===== config.mk =====
export PLATFORM = sky130hd
export DESIGN_NAME = tx_write_arbiter
export DESIGN_NICKNAME = d
export VERILOG_FILES = /design/src/rtl/tx_write_arbiter.sv
export SDC_FILE = /design/constraint.sdc
export NUM_CORES = 1
export LEC_CHECK = 0
export BUFFER_PORTS_ARGS = -buffer_cell sky130_fd_sc_hd__buf_2
export CORE_UTILIZATION = 43
export CTS_BUF_LIST = sky130_fd_sc_hd__clkbuf_8 sky130_fd_sc_hd__clkbuf_16
export CTS_CLUSTER_DIAMETER = 60
export DETAILED_ROUTE_END_ITERATION = 8
export PLACE_DENSITY = 0.84
export SYNTH_ARGS = -nofsm -noshare
export SYNTH_HDL_FRONTEND = slang
export SYNTH_SLANG_ARGS = --single-unit

===== constraint.sdc =====
create_clock -name clk -period 1.8 [get_ports clk]
set_clock_uncertainty 0.15 [all_clocks]
set_input_delay 0.27 -clock clk [delete_from_list [all_inputs] [get_ports clk]]
set_output_delay 0.27 -clock clk [all_outputs]
set_load 0.005 [all_outputs]

===== src/rtl/tx_write_arbiter.sv =====
// Round-robin arbiter sharing the single TX FIFO write port among NUM_REQ byte producers.
// Each grant allows a bounded burst, and no write is issued while the FIFO is full.
module tx_write_arbiter #(
   parameter int NUM_REQ   = 4,
   parameter int MAX_BURST = 8
) (
   input  logic                   clk,
   input  logic                   n_rst,
   input  logic [NUM_REQ-1:0]     req,
   input  logic [8*NUM_REQ-1:0]   req_data,
   input  logic [NUM_REQ-1:0]     req_last,
   input  logic                   fifo_full,
   output logic [NUM_REQ-1:0]     ack,
   output logic [NUM_REQ-1:0]     grant,
   output logic                   write_enable,
   output logic [7:0]             write_data,
   output logic                   busy
);
   localparam int IW = (NUM_REQ > 1) ? $clog2(NUM_REQ) : 1;
   localparam int CW = $clog2(MAX_BURST + 1);
   localparam logic [CW-1:0] BURST_MAX = CW'(MAX_BURST);
   localparam logic [IW-1:0] LAST_IDX  = IW'(NUM_REQ - 1);

   typedef enum logic [1:0] {IDLE, HOLD, WR} state_t;

   state_t             state_reg;
   logic [IW-1:0]      owner_reg;
   logic [IW-1:0]      ptr_reg;
   logic [CW-1:0]      burst_reg;
   logic               last_reg;
   logic [NUM_REQ-1:0] grant_reg;
   logic [NUM_REQ-1:0] ack_reg;
   logic               we_reg;
   logic               busy_reg;
   logic [7:0]         wdata_reg;

   logic [7:0]         req_byte [NUM_REQ];
   logic [IW-1:0]      sel_next;
   logic               sel_valid_next;
   logic [IW-1:0]      cand_next;
   logic [IW-1:0]      ptr_next;

   genvar gi;
   generate
      for (gi = 0; gi < NUM_REQ; gi++) begin : g_unpack
         assign req_byte[gi] = req_data[8*gi +: 8];
      end
   endgenerate

   // Scan from the far end back toward the pointer so the closest active requester wins.
   always_comb begin
      sel_next       = '0;
      sel_valid_next = 1'b0;
      cand_next      = '0;
      for (int k = NUM_REQ - 1; k >= 0; k--) begin
         cand_next = IW'((int'(ptr_reg) + k) % NUM_REQ);
         if (req[cand_next]) begin
            sel_next       = cand_next;
            sel_valid_next = 1'b1;
         end
      end
   end

   assign ptr_next = (owner_reg == LAST_IDX) ? '0 : owner_reg + 1'b1;

   always_ff @(posedge clk or negedge n_rst) begin
      if (!n_rst) begin
         state_reg <= IDLE;
         owner_reg <= '0;
         ptr_reg   <= '0;
         burst_reg <= '0;
         last_reg  <= 1'b0;
         grant_reg <= '0;
         ack_reg   <= '0;
         we_reg    <= 1'b0;
         busy_reg  <= 1'b0;
         wdata_reg <= 8'h00;
      end else begin
         we_reg  <= 1'b0;
         ack_reg <= '0;
         case (state_reg)
            IDLE: begin
               if (sel_valid_next) begin
                  owner_reg <= sel_next;
                  grant_reg <= NUM_REQ'(1) << sel_next;
                  burst_reg <= '0;
                  busy_reg  <= 1'b1;
                  state_reg <= HOLD;
               end
            end
            HOLD: begin
               if (!req[owner_reg]) begin
                  ptr_reg   <= ptr_next;
                  grant_reg <= '0;
                  busy_reg  <= 1'b0;
                  state_reg <= IDLE;
               end else if (!fifo_full) begin
                  wdata_reg <= req_byte[owner_reg];
                  last_reg  <= req_last[owner_reg];
                  burst_reg <= burst_reg + 1'b1;
                  we_reg    <= 1'b1;
                  ack_reg   <= grant_reg;
                  state_reg <= WR;
               end
            end
            WR: begin
               // burst_reg already counts the byte being written this cycle
               if (last_reg || burst_reg == BURST_MAX) begin
                  ptr_reg   <= ptr_next;
                  grant_reg <= '0;
                  busy_reg  <= 1'b0;
                  state_reg <= IDLE;
               end else begin
                  state_reg <= HOLD;
               end
            end
            default: begin
               grant_reg <= '0;
               busy_reg  <= 1'b0;
               state_reg <= IDLE;
            end
         endcase
      end
   end

   assign grant        = grant_reg;
   assign ack          = ack_reg;
   assign write_enable = we_reg;
   assign write_data   = wdata_reg;
   assign busy         = busy_reg;
endmodule


==> out/qor.log <==
INFO  worst_setup_path timing.critical_path.required=1810ps
INFO  layout         drive_gt1_frac=0.442
INFO  layout         largest_register_ff_count=8
INFO  placement      port-buffer-count=60
INFO  die            fp.dieArea=0.00380mm²
INFO  pwr            power.sequential.fraction=0.352
INFO  layout         sequential_cell_area=726µm²
INFO  worst_setup_path critical-path-slowest-cell=sky130_fd_sc_hd__mux4_2
INFO  hold_path      hp-start=fifo_full
INFO  clock_network  numCtsBuffers=5
INFO  yosys          yosys.cell_types.count=37
INFO  yosys          synth-main-ff-cell=sky130_fd_sc_hd__dfrtp_1
INFO  clock_network  cts_num_sinks=29
INFO  global_route   grtUsageTotal=0.191
INFO  sta            slew_violations=0
INFO  sta            fmax=572MHz
INFO  placement      gp_congestion=0.802
INFO  run            max_cap_viol_count=0
INFO  yosys          syn_area_per_cell=10.9µm²
INFO  global_route   globalRoute.totalOverflow=0
INFO  placement      dpl.cell_count=252
INFO  clock_network  clkTransAtPathRegs=60ps
INFO  sta            slew_headroom=0.579
INFO  global_route   global_route_wire_length_before_repair=5120µm
INFO  layout         num-nets-final=260
INFO  yosys          syn_area=0.00153mm²
INFO  yosys          synthesis.yosys.warnings=0
INFO  clock_network  cts.root.buffer_cell=sky130_fd_sc_hd__clkbuf_8
INFO  yosys          synth_seq_area_share=0.474
INFO  die            core=0.00336mm²
INFO  worst_setup_path cp_cell_sequence=mux4_2, o22ai_2, mux2_1
INFO  global_route   antenna_found_initial=0
INFO  yosys          edff_count_synth=0
INFO  placement      pre_cts_slack=13.0ps
INFO  die            die-height=61.7µm
INFO  worst_setup_path cp-end-kind=flip-flop
INFO  layout         antenna_cells=0
INFO  die            row_count=21
INFO  worst_setup_path critical_path_arrival=1760ps
INFO  pwr            cellInternalPower=1960µW
INFO  outcome        run_status=complete, no violations
INFO  yosys          async_reset_ff_frac=1.00
INFO  layout         stdcell_count=261
INFO  worst_setup_path max_stage_delay=570ps
INFO  worst_setup_path critical_path.startpoint_type=flip-flop
INFO  clock_network  clock_tree_from_tritoncts=built
INFO  clock_network  clock_insertion_delay_worst_skew=280ps
INFO  pwr            swShare=0.353
INFO  clock_network  cts-root-to-sink-buffers=2
INFO  drt            dr_wl_cell=12.7µm
INFO  sta            worst-slew-pin-transition=632ps
INFO  pwr            cellLeakagePower=0.00110µW
INFO  global_route   grt_start_max_net_pins=30
INFO  placement      final_hpwl_from_detailed_placement=2550µm
INFO  pwr            power.net_switching=1070µW
INFO  pwr            ir_worst_vdd=0.972mV
INFO  sta            finalSetupViolations=0
INFO  worst_setup_path timing.critical_path.fanout_max=4
INFO  drt            via_count=1337
INFO  pwr            post-layout-total-power=3020µW
INFO  drt            detailedRoute.firstIterationViolations=32
INFO  die            pin_count=61
INFO  yosys          syn_inst=141
INFO  clock_network  cts.htree.levels=2
INFO  layout         multiInputGateArea=758µm²
INFO  global_route   vias_in_the_first_global_route=1156
INFO  sta            finalWorstSetupSlack=51.9ps
INFO  drt            dr.pass1.iters=4
INFO  die            start_util=0.455
INFO  sta            timing.final.hold_violations=0
INFO  worst_setup_path regToRegStartpoint=owner_reg[0]$_DFFE_PN0P_
INFO  drt            routed_wl=3310µm
INFO  drt            drt-vias-per-instance=5.12
INFO  layout         fill_cells=282
INFO  pwr            cell_area_power_density=1460mW/mm²
INFO  layout         layout.cells.most_common=sky130_fd_sc_hd__buf_2
INFO  pwr            power.clock.fraction=0.191
INFO  drt            route.detailed.drc=0
INFO  worst_setup_path criticalPathCategory=reg -> reg
INFO  die            die-width=61.7µm
INFO  yosys          syn_nets=187
INFO  hold_path      hold_class=in -> reg
INFO  pwr            power_frac_comb=0.457
INFO  layout         mostFrequentLayoutCells=60 x sky130_fd_sc_hd__buf_2, 34 x sky130_fd_sc_hd__nand2_1, 29 x sky130_fd_sc_hd__dfrtp_1
INFO  drt            detail-route-antenna-nets=0
INFO  sta            post-route-min-period=1750ps
INFO  yosys          synth-seq-cells=29
INFO  worst_setup_path cp-startpoint=owner_reg[0]$_DFFE_PN0P_
INFO  sta            fin_crit_sh=0.971
INFO  layout         syn_to_final_growth=35.0%
==> cell families after synthesis <==
family / count (synthesis) / synth area share
AOI/OAI and AO/OA: 24 / 0.109
adders and majority gates: 3 / 0.0245
buffers and inverters: 14 / 0.0376
DFF: 29 / 0.474
muxes: 13 / 0.171
and+or+nand+nor: 58 / 0.184
==> worst max-delay path: cells and delay by family, from the launching register on <==
kind | cells | cell delay [ps]
DFF | 1 | 360
muxes | 2 | 920
AOI/OAI and AO/OA | 1 | 200
==> area by class of cell <==
| type | instances | area share |
|---|---|---|
| Clock inverter | 1 | 0.00242 |
| Inverter | 8 | 0.0145 |
| Clock buffer | 7 | 0.0466 |
| Sequential cell | 29 | 0.351 |
| Timing Repair Buffer | 72 | 0.190 |
| Tap cell | 46 | 0.0279 |
| Multi-Input combinational cell | 98 | 0.367 |
==> timing repair <==
item | in CTS | in global routing
hold buffers | 1 | 0
endpoints found under the setup margin | 0 | 4
buffers inserted | 0 | 0
hold endpoints to repair | 29 | 0
gates resized for setup | 0 | 1
==> per-stage QoR <==
stage	hold WS, ps	cell area (µm²)	TNS (ps)	utilization
6_report	136	2070	0	0.614
5_1_grt	160	2070	-6.64	0.614
4_1_cts	130	2060	0	0.613
3_5_place_dp	176	1950	0	0.580
3_3_place_gp	174	1950	0	0.580
2_1_floorplan	-176	1540	0	-
==> layer usage <==
metal / vias up / part of all wire / global-route usage
li1: 650 / - / -
met1: 648 / 0.43 / 0.257
met2: 33 / 0.51 / 0.290
met3: 6 / 0.043 / 0.0609
met4: 0 / 0.015 / 0.0762
met5: - / 0 / 0
==> final timing paths <==
check / endpoint / slack, ps / cells past startpoint
max: ptr_reg[0]$_DFFE_PN0P_ / 50 / 3
min: state_reg[0]$_DFFE_PN0P_ / 140 / 3
max reg2reg: ptr_reg[0]$_DFFE_PN0P_ / 50 / 3
min reg2reg: write_data[1]$_DFFE_PN0P_ / 320 / 2
max in group asynchronous: grant[3]$_DFFE_PN0P_ / 680 / 2
min in group asynchronous: write_enable$_DFF_PN0_ / 400 / 2
==> power groups by stage <==
stage | Clock [µW] | Combinational [µW] | Sequential [µW]
after floorplan | 0 | 853 | 1070
after global placement | 0 | 1340 | 1070
final | 577 | 1380 | 1070
after detailed placement | 0 | 1380 | 1070
after global routing | 614 | 1540 | 1100
after CTS | 586 | 1390 | 1070
==> synthesized netlist by cell type, drive strengths merged, types with 3 or more instances <==
cell type,instances,area [µm²]
nand2,35,134
dfrtp,29,726
mux4,10,229
inv,8,30.0
o21ai,6,30.0
a21o,4,30.0
and3,4,25.0
buf,4,20.0
ha,3,37.5
nand2b,3,18.8
nand3,3,15.0
nor2b,3,18.8
Power figures use the tool's default switching activity.
